[config.mk]
export PLATFORM = sky130hd
export DESIGN_NAME = bit_stream_encoder_flat
export DESIGN_NICKNAME = d
export VERILOG_FILES = /design/src/rtl/bit_stream_encoder_if.sv /design/src/rtl/bit_stream_encoder.sv /design/src/flat_wrapper.sv
export SDC_FILE = /design/constraint.sdc
export NUM_CORES = 1
export LEC_CHECK = 0
export CORE_ASPECT_RATIO = 0.7
export CORE_MARGIN = 2
export CORE_UTILIZATION = 42
export DETAILED_ROUTE_END_ITERATION = 10
export SYNTH_ARGS = -nofsm -noshare
export SYNTH_HDL_FRONTEND = slang
export SYNTH_SLANG_ARGS = --single-unit
[constraint.sdc]
create_clock -name clk -period 5.1 [get_ports clk]
set_clock_uncertainty 0.05 [all_clocks]
set_input_delay 1.02 -clock clk [delete_from_list [all_inputs] [get_ports clk]]
set_output_delay 1.02 -clock clk [all_outputs]
set_load 0.02 [all_outputs]
[src/rtl/bit_stream_encoder_if.sv]
// Packet request / serial output bundle for bit_stream_encoder.
// Carries pkt_sent as well when BSE_PKT_SENT_EN is defined.
interface bit_stream_encoder_if;
  logic        pkt_avail;
  logic [7:0]  pkt_pid;
  logic [6:0]  pkt_addr;
  logic [3:0]  pkt_endp;
  logic [63:0] pkt_data;
  logic        send_stall;
  logic        bit_out;
  logic        send_start;
  logic        send_last;
`ifdef BSE_PKT_SENT_EN
  logic        pkt_sent;

  modport slave (
    input  pkt_avail, pkt_pid, pkt_addr, pkt_endp, pkt_data, send_stall,
    output bit_out, send_start, send_last, pkt_sent
  );

  modport master (
    output pkt_avail, pkt_pid, pkt_addr, pkt_endp, pkt_data, send_stall,
    input  bit_out, send_start, send_last, pkt_sent
  );
`else
  modport slave (
    input  pkt_avail, pkt_pid, pkt_addr, pkt_endp, pkt_data, send_stall,
    output bit_out, send_start, send_last
  );

  modport master (
    output pkt_avail, pkt_pid, pkt_addr, pkt_endp, pkt_data, send_stall,
    input  bit_out, send_start, send_last
  );
`endif
endinterface

[src/rtl/bit_stream_encoder.sv]
// USB-style packet serializer: SYNC, PID, token/data payload and CRC, one bit per un-stalled clock.
// Define BSE_PKT_SENT_EN to add the pkt_sent completion pulse.
module bit_stream_encoder (
  input  logic                clk,
  input  logic                rst_L,
  bit_stream_encoder_if.slave bus
);

  typedef enum logic [2:0] {
    S_IDLE, S_SYNC, S_PID, S_ADDR, S_ENDP, S_CRC5, S_DATA, S_CRC16
  } state_t;

  localparam logic [4:0]  CRC5_POLY  = 5'h05;
  localparam logic [15:0] CRC16_POLY = 16'h8005;

  function automatic logic [4:0] crc5_step(input logic [4:0] crc, input logic b);
    logic [4:0] sh;
    sh = {crc[3:0], 1'b0};
    return (b ^ crc[4]) ? (sh ^ CRC5_POLY) : sh;
  endfunction

  function automatic logic [15:0] crc16_step(input logic [15:0] crc, input logic b);
    logic [15:0] sh;
    sh = {crc[14:0], 1'b0};
    return (b ^ crc[15]) ? (sh ^ CRC16_POLY) : sh;
  endfunction

  // State names the field that bit_out carries now; r_cnt is the bit index within it.
  state_t      r_state, w_next_state;
  logic [5:0]  r_cnt, w_next_cnt;
  logic        r_bit_out, r_send_start, r_send_last;
  logic        w_bit, w_start, w_last, w_accept;
  logic [4:0]  r_crc5, w_crc5_next;
  logic [15:0] r_crc16, w_crc16_next;
  logic [7:0]  r_pid;
  logic [6:0]  r_addr;
  logic [3:0]  r_endp;
  logic [63:0] r_data;

  // Next field position.
  always_comb begin
    // NOTE: every always_comb output gets a default first, so no path can infer a latch.
    w_next_state = r_state;
    w_next_cnt   = r_cnt + 6'd1;
    w_accept     = 1'b0;
    unique case (r_state)
      S_IDLE: begin
        w_next_cnt = '0;
        if (bus.pkt_avail) begin
          w_next_state = S_SYNC;
          w_accept     = 1'b1;
        end
      end
      S_SYNC: if (r_cnt == 6'd7) begin
        w_next_state = S_PID;
        w_next_cnt   = '0;
      end
      S_PID: if (r_cnt == 6'd7) begin
        w_next_cnt = '0;
        unique case (r_pid[1:0])
          2'b01:   w_next_state = S_ADDR;
          2'b11:   w_next_state = S_DATA;
          default: w_next_state = S_IDLE;
        endcase
      end
      S_ADDR: if (r_cnt == 6'd6) begin
        w_next_state = S_ENDP;
        w_next_cnt   = '0;
      end
      S_ENDP: if (r_cnt == 6'd3) begin
        w_next_state = S_CRC5;
        w_next_cnt   = '0;
      end
      S_CRC5: if (r_cnt == 6'd4) begin
        w_next_state = S_IDLE;
        w_next_cnt   = '0;
      end
      S_DATA: if (r_cnt == 6'd63) begin
        w_next_state = S_CRC16;
        w_next_cnt   = '0;
      end
      S_CRC16: if (r_cnt == 6'd15) begin
        w_next_state = S_IDLE;
        w_next_cnt   = '0;
      end
      default: begin
        w_next_state = S_IDLE;
        w_next_cnt   = '0;
      end
    endcase
  end

  // Bit and flags for the next position; CRCs absorb each payload bit as it is emitted.
  always_comb begin
    w_bit        = 1'b0;
    w_start      = 1'b0;
    w_last       = 1'b0;
    w_crc5_next  = r_crc5;
    w_crc16_next = r_crc16;
    unique case (w_next_state)
      S_SYNC: begin
        w_bit   = (w_next_cnt == 6'd7);
        w_start = (w_next_cnt == 6'd0);
      end
      S_PID: begin
        w_bit  = r_pid[w_next_cnt[2:0]];
        w_last = (w_next_cnt == 6'd7) && !r_pid[0];
      end
      S_ADDR: begin
        w_bit       = r_addr[w_next_cnt[2:0]];
        w_crc5_next = crc5_step(r_crc5, w_bit);
      end
      S_ENDP: begin
        w_bit       = r_endp[w_next_cnt[1:0]];
        w_crc5_next = crc5_step(r_crc5, w_bit);
      end
      S_CRC5: begin
        w_bit  = ~r_crc5[3'd4 - w_next_cnt[2:0]];
        w_last = (w_next_cnt == 6'd4);
      end
      S_DATA: begin
        w_bit        = r_data[w_next_cnt];
        w_crc16_next = crc16_step(r_crc16, w_bit);
      end
      S_CRC16: begin
        w_bit  = ~r_crc16[~w_next_cnt[3:0]];
        w_last = (w_next_cnt == 6'd15);
      end
      default: ;
    endcase
  end

  always_ff @(posedge clk or negedge rst_L) begin
    if (!rst_L) begin
      r_state      <= S_IDLE;
      r_cnt        <= '0;
      r_bit_out    <= 1'b0;
      r_send_start <= 1'b0;
      r_send_last  <= 1'b0;
      r_crc5       <= '1;
      r_crc16      <= '1;
    end else if (!bus.send_stall) begin
      // NOTE: state registers use non-blocking assignments so every flop samples pre-edge values.
      r_state      <= w_next_state;
      r_cnt        <= w_next_cnt;
      r_bit_out    <= w_bit;
      r_send_start <= w_start;
      r_send_last  <= w_last;
      r_crc5       <= w_accept ? '1 : w_crc5_next;
      r_crc16      <= w_accept ? '1 : w_crc16_next;
    end
  end

  // NOTE: packet field holding registers carry no reset; they are loaded before they are ever read.
  always_ff @(posedge clk) begin
    if (w_accept && !bus.send_stall) begin
      r_pid  <= bus.pkt_pid;
      r_addr <= bus.pkt_addr;
      r_endp <= bus.pkt_endp;
      r_data <= bus.pkt_data;
    end
  end

  assign bus.bit_out    = r_bit_out;
  assign bus.send_start = r_send_start;
  assign bus.send_last  = r_send_last;

`ifdef BSE_PKT_SENT_EN
  // Fires on the edge that retires the last bit, so it is one cycle wide even under stall.
  logic r_pkt_sent;

  always_ff @(posedge clk or negedge rst_L) begin
    if (!rst_L) r_pkt_sent <= 1'b0;
    else        r_pkt_sent <= r_send_last && !bus.send_stall;
  end

  assign bus.pkt_sent = r_pkt_sent;
`endif

endmodule

[src/flat_wrapper.sv]
// flat-port wrapper written by rule: the top's interface ports become plain ports
module bit_stream_encoder_flat 
  (clk, rst_L, bus_pkt_avail, bus_pkt_pid, bus_pkt_addr, bus_pkt_endp, bus_pkt_data, bus_send_stall, bus_bit_out, bus_send_start, bus_send_last);
  bit_stream_encoder_if bus_i ();
  input  logic clk;
  input  logic rst_L;
  input wire logic [$bits(bus_i.pkt_avail)-1:0] bus_pkt_avail;
  input wire logic [$bits(bus_i.pkt_pid)-1:0] bus_pkt_pid;
  input wire logic [$bits(bus_i.pkt_addr)-1:0] bus_pkt_addr;
  input wire logic [$bits(bus_i.pkt_endp)-1:0] bus_pkt_endp;
  input wire logic [$bits(bus_i.pkt_data)-1:0] bus_pkt_data;
  input wire logic [$bits(bus_i.send_stall)-1:0] bus_send_stall;
  output wire logic [$bits(bus_i.bit_out)-1:0] bus_bit_out;
  output wire logic [$bits(bus_i.send_start)-1:0] bus_send_start;
  output wire logic [$bits(bus_i.send_last)-1:0] bus_send_last;
  assign bus_i.pkt_avail = bus_pkt_avail;
  assign bus_i.pkt_pid = bus_pkt_pid;
  assign bus_i.pkt_addr = bus_pkt_addr;
  assign bus_i.pkt_endp = bus_pkt_endp;
  assign bus_i.pkt_data = bus_pkt_data;
  assign bus_i.send_stall = bus_send_stall;
  assign bus_bit_out = bus_i.bit_out;
  assign bus_send_start = bus_i.send_start;
  assign bus_send_last = bus_i.send_last;
  bit_stream_encoder u_core (.clk(clk), .rst_L(rst_L), .bus(bus_i));
endmodule
=== Yosys cells after proc, flatten, opt, wreduce, memory -nomap -nowiden ===
Index checks and enable logic that the tools add are counted.

* Multiplexer cells: 41
* Bitwise gates (word level): 9
* $add $sub $neg: 2
* Reduce and logical (&&, ||, !) cells: 11
* Order comparisons: 5
* Eq/ne operators: 25

{| class="wikitable"
|+ Operator list
! kind !! count
|-
| two-way mux 16 bit || 3
|-
| one-hot mux 6 bit (7 select lines) || 1
|-
| two-way mux 6 bit || 6
|-
| equality test 6 x 3 -> 1 bit (second input constant) || 5
|-
| two-way mux 3 bit || 10
|-
| equality test 3 bit (second input constant) || 8
|-
| one-hot mux 3 bit (8 select lines) || 1
|-
| equality test 3 x 2 -> 1 bit (second input constant) || 4
|-
| equality test 6 x 4 -> 1 bit (second input constant) || 2
|-
| one-hot mux 5 bit (2 select lines) || 1
|-
| binary-select mux 1 bit (select 3 bit) || 3
|-
| two-way mux 1 bit || 9
|-
| less-than comparator 3 x 4 -> 1 bit (second input constant) || 2
|-
| less-than comparator 6 x 7 -> 1 bit (second input constant) || 1
|-
| one-hot mux 1 bit (7 select lines) || 1
|-
| adder 6 x 1 -> 6 bit (second input constant) || 1
|-
| binary-select mux 1 bit (select 6 bit) || 1
|-
| equality test 3 x 1 -> 1 bit (second input constant) || 2
|-
| equality test 6 x 2 -> 1 bit (second input constant) || 1
|-
| equality test 6 bit (second input constant) || 1
|-
| zero test 6 bit || 1
|-
| one-hot mux 3 bit (2 select lines) || 1
|-
| less-than comparator 4 x 5 -> 1 bit (second input constant) || 1
|-
| two-way mux 5 bit || 1
|-
| other kinds (19) || 26
|}

* Output and inout bits: 3
* Input bits: 87
* Logic and storage cells: 104
* Bits in registers: 116

=== Depth between registers and ports, before layout ===
* Depth in word-level cells: 9
* Gate-level depth with buffers: 17
* Gate-level depth less buffers: 14

=== Worst setup path before layout ===
No wires, ideal clock.

* Path type: input -> register
* From: in bus_send_stall
* To: reg u_core.r_addr[0] (enable)
* Setup time: 0.480 ns
* Arrival time: 3.964 ns
* Buffers on the path: 2
* Cell stages on the path: 3
* Data required time: 4.570 ns
* Path slack: 0.606 ns
* Path through: clkbuf_1 nor2_1 clkbuf_1

* Word-level cells in the longest chain between the ends: 2

{| class="wikitable"
|+ RTL lines
! what !! line !! source
|-
| start: declaration || flat_wrapper.sv:12 || <nowiki>input wire logic [$bits(bus_i.send_stall)-1:0] bus_send_stall;</nowiki>
|-
| zero test 1 bit || - ||
|-
| logical AND 1 bit || bit_stream_encoder.sv:156 || <nowiki>if (w_accept && !bus.send_stall) begin</nowiki>
|-
| end signal: assignment || bit_stream_encoder.sv:158 || <nowiki>r_addr <= bus.pkt_addr;</nowiki>
|-
| end: declaration || bit_stream_encoder.sv:36 || <nowiki>logic [6:0] r_addr;</nowiki>
|}

Every way passes these cells.
A chain may end at the register's enable or synchronous reset.

=== Final worst setup path ===
* From: reg u_core.r_cnt[0]
* To: reg u_core.r_bit_out, in the netlist u_core.bus.bit_out

* Word-level cells in the longest chain between the ends: 8
* Elaborated cells between the ends (all ways): 47
* Classes of those cells: 2 x add/sub; 14 x eq/ne; 28 x mux; 3 x bitwise

{| class="wikitable"
|+ RTL lines
! what !! line !! source
|-
| start: declaration || bit_stream_encoder.sv:30 || <nowiki>logic [5:0] r_cnt, w_next_cnt;</nowiki>
|-
| start signal: assignment || bit_stream_encoder.sv:145 || <nowiki>r_cnt <= w_next_cnt;</nowiki>
|-
| adder 6 x 1 -> 6 bit (tied with other cells) || bit_stream_encoder.sv:44 || <nowiki>w_next_cnt = r_cnt + 6'd1;</nowiki>
|-
| two-way mux 6 bit (tied with other cells) || bit_stream_encoder.sv:82 || <nowiki>S_CRC16: if (r_cnt == 6'd15) begin</nowiki>
|-
| one-hot mux 6 bit (7 select lines) || bit_stream_encoder.sv:46 || <nowiki>unique case (r_state)</nowiki>
|-
| subtractor 3 bit / NOT 4 bit (equally long branches) || bit_stream_encoder.sv:118, bit_stream_encoder.sv:126 ||
|-
| binary-select mux 1 bit (select 3 bit) / binary-select mux 1 bit (select 4 bit) (equally long branches) || bit_stream_encoder.sv:118, bit_stream_encoder.sv:126 ||
|-
| two-way mux 1 bit (on tied branches) || bit_stream_encoder.sv:118, bit_stream_encoder.sv:126 ||
|-
| NOT 1 bit (on tied branches) || bit_stream_encoder.sv:118, bit_stream_encoder.sv:126 ||
|-
| one-hot mux 1 bit (7 select lines) * || bit_stream_encoder.sv:100 || <nowiki>unique case (w_next_state)</nowiki>
|-
| end signal: assignment || bit_stream_encoder.sv:146 || <nowiki>r_bit_out <= w_bit;</nowiki>
|-
| end: declaration || bit_stream_encoder.sv:31 || <nowiki>logic r_bit_out, r_send_start, r_send_last;</nowiki>
|}

Every way passes the cells marked *; elsewhere a longest branch is shown, timed or not. The select of a mux whose other input is x is not followed.

==> run summary <==
Worst Hold Class: flop to flop
Reg2Reg Capture Point: u_core.bus.bit_out
Worst R2R Setup Slack: 0.90 ns
Wire per inst: 18.89 µm
Peak fanout along the critical path: 12
Clock buffer depth: 2
Worst Hold Depth: 2
Synth area leader: edfxtp_1
Chip Width: 145.6 µm
Core Box Area: 13830 µm²
Top_reg_cell synth: edfxtp_1
Worst Max-Slew Pin Slew: 0.9950 ns
Total negative setup slack: 0 ns
Post-Syn Nets: 609
CP max stage delay: 0.78 ns
Crit path arrival time: 4.45 ns
Die area: 15000 µm²
Max cap viols: 0
Clock Pin Slew Worst Setup and Hold Paths: 0.05 ns
Number of synthesized flops with an enable pin: 83
CP endpoint kind: flop
Cell chain of the critical path: ha_1, nor4b_4, o21ai_2, a21oi_1, a21oi_2, buf_4, mux4_2, a2111oi_0, o211a_1, a21oi_1
Share of the synthesized area in the top cell type: 0.4231
Relative slew slack: 0.3367
Final Setup Violations: 0
Net count, final: 695
Total setup buffers inserted after CTS: 0
Met1 usage in global routing: 0.3090
CTS tree: built
Post-CTS Resized: 0
Final Max Slew Viols: 0
Die height: 103.1 µm
Met2 usage: 0.3219
Asr flop ratio synth: 0.2845
Initial antenna violation count: 0
Total gr overflow: 0
Grt met3 use: 0.05929
Most used cell, CP: a21oi_1
TritonCTS Buffers: 17
Vias in the first global route: 4445
H-tree depth: 4
Critical path buffers and inverters: 1
Top-count cell post-synth: edfxtp_1
Worst IR Drop VDD: 0.0002649 V
Diode count: 0
Port bufs: 89
Detailed-route wire length: 15230 µm
Mapped Cells: 517
Hold buffers post-CTS: 0
CP max-delay cell: a21oi_1
Row Count: 36
Clock latency on the worst-skew pair: 0.42 ns
Area Growth Syn to Fin: 27.80%
Top cells by count, synth: edfxtp_1, nand2_1, nor2_1, o21ai_0, a21oi_1
Share of cells above drive strength 1: 0.1542
Drt first pass iters: 5
Pwr dens: 588.5 nW/µm²
Number of distinct library cells after synthesis: 82
Root buf cell: clkbuf_16
Synth Area per Inst: 11.39 µm²
Routed vias/inst: 5.566
Fillcell total: 1181
Total number of vias: 4486
First-pass GRT wire length: 24320 µm
Final Cycle Share: 0.8241
Final Hold Viols: 0
Crit path launch type: flop
RSZ-0062 raised after global routing: no
Synth top area cells: edfxtp_1, dfstp_2, dfrtp_1, nand2_1, o21ai_0
WP data required: 5.35 ns
GPL Wtd Cong: 0.8657
R2R depth: 10
Clock period minus worst slack: 4.203 ns
DRC: 0
Syn Std Cell Area: 5891 µm²
Final antenna-violating net count: 0
Seq/Total Area, Yosys: 0.5678
Overall Power: 4.431 mW
Worst reg2reg path startpoint: u_core.r_cnt[0]
Lkg Pwr: 2.647 nW
Critical path class: flop to flop
Initial drt markers: 353
I/O Pins: 90
Delay-heaviest family, CP: compound AO/OA/AOI/OAI gates
GRT Overall Usage: 0.2142
Run status: completed
Fmax: 237.9 MHz
WHS Endpoint: u_core.bus.send_start
DP HPWL: 10690 µm
Largest net degree at the start of global routing: 64
Initial Utilization: 0.4260
Hold Path Origin: u_core.bus.send_start
Crit path launch: u_core.r_cnt[0]
Grt peak-use layer: met2
Ys Warns: 0
Synth Register Bits: 116
Clk sink count: 116
## worst reg2reg max path: stages (launching register included)
cell and delay [ns]:
dfrtp_1 0.49, ha_1 0.37, nor4b_4 0.36, o21ai_2 0.11, a21oi_1 0.78, a21oi_2 0.40, buf_4 0.31, mux4_2 0.49
a2111oi_0 0.43, o211a_1 0.22, a21oi_1 0.07
## cell families (layout without fill, tap and decap cells)
group	after synthesis	in the layout	synth area share
buffers and inverters	49	148	0.03865
adders and majority gates	5	5	0.01062
and+or+nand+nor	175	175	0.1446
xor gates and xnor gates	9	9	0.01593
muxes	23	23	0.05055
DFF	116	116	0.5678
AOI/OAI and AO/OA	140	140	0.1718
## flip-flops by register name, summed over array words and instances, names as in the netlist
name,cells
u_core.bus.bit_out,1
u_core.bus.send_last,1
u_core.bus.send_start,1
u_core.r_addr,7
u_core.r_cnt,6
u_core.r_crc16,16
u_core.r_crc5,5
u_core.r_data,64
u_core.r_endp,4
u_core.r_pid,8
u_core.r_state,3
## worst max-delay path by stage
| stage | end | slack (ns) | depth (start not counted) |
|---|---|---|---|
| finish | u_core.bus.bit_out | 0.90 | 10 |
| global route | u_core.bus.bit_out | 0.58 | 13 |
| CTS | u_core.bus.bit_out | 0.92 | 10 |
| detailed placement | u_core.bus.bit_out | 0.92 | 10 |
| global placement | u_core.r_crc16[15] | 1.16 | 11 |
| floorplan | u_core.r_addr[0] | 0.61 | 3 |
## metal layers
layer / part of all wire / wire, µm
met1: 0.50 / 7547
met2: 0.43 / 6476
met3: 0.073 / 1104
met4: 0.0064 / 97
met5: 0 / 0
## power breakdown
part,internal (mW),switching [mW],leakage [nW]
Combinational,0.728,1.13,1.23
Sequential,1.25,0.154,1.14
Clock,0.746,0.426,0.280
Total,2.72,1.71,2.65
## area by class of cell
class | instances | area [µm²] | share of cell area
clock buffer | 21 | 460.4 | 0.06116
clock inverter | 11 | 127.6 | 0.01695
inverter | 17 | 63.81 | 0.008476
multi-input combinational | 352 | 2328 | 0.3093
sequential | 116 | 3344 | 0.4442
tap | 190 | 237.7 | 0.03158
timing repair buffer | 99 | 965.9 | 0.1283
## metrics by stage
stage	util	area, µm²	worst slack [ns]	hold slack, ns	cells
after CTS	0.5444	7528	0.9160	0.4402	806
after global placement	0.5019	6940	1.156	0.4221	774
after global routing	0.5444	7528	0.5831	0.4551	806
after floorplan	-	5891	0.6057	0.4145	517
after detailed placement	0.5019	6940	0.9154	0.4269	774
final	0.5444	7528	0.8971	0.4339	806
## layout by cell type, fill, tap and decap left out, types with 6 or more instances in the layout
cell | Yosys | final
a21oi_1 | 26 | 26
nor3_1 | 9 | 9
xnor2_1 | 6 | 6
o211ai_1 | 12 | 12
mux2i_1 | 14 | 14
dfrtp_1 | 12 | 12
clkbuf_16 | 0 | 17
a31oi_1 | 7 | 7
nor2_1 | 41 | 39
inv_1 | 15 | 15
dfstp_2 | 21 | 21
nand2_1 | 68 | 68
buf_4 | 3 | 10
clkdlybuf4s50_1 | 0 | 89
edfxtp_1 | 83 | 83
nand3_1 | 14 | 14
o21ai_0 | 33 | 33
Power figures use the tool's default switching activity.
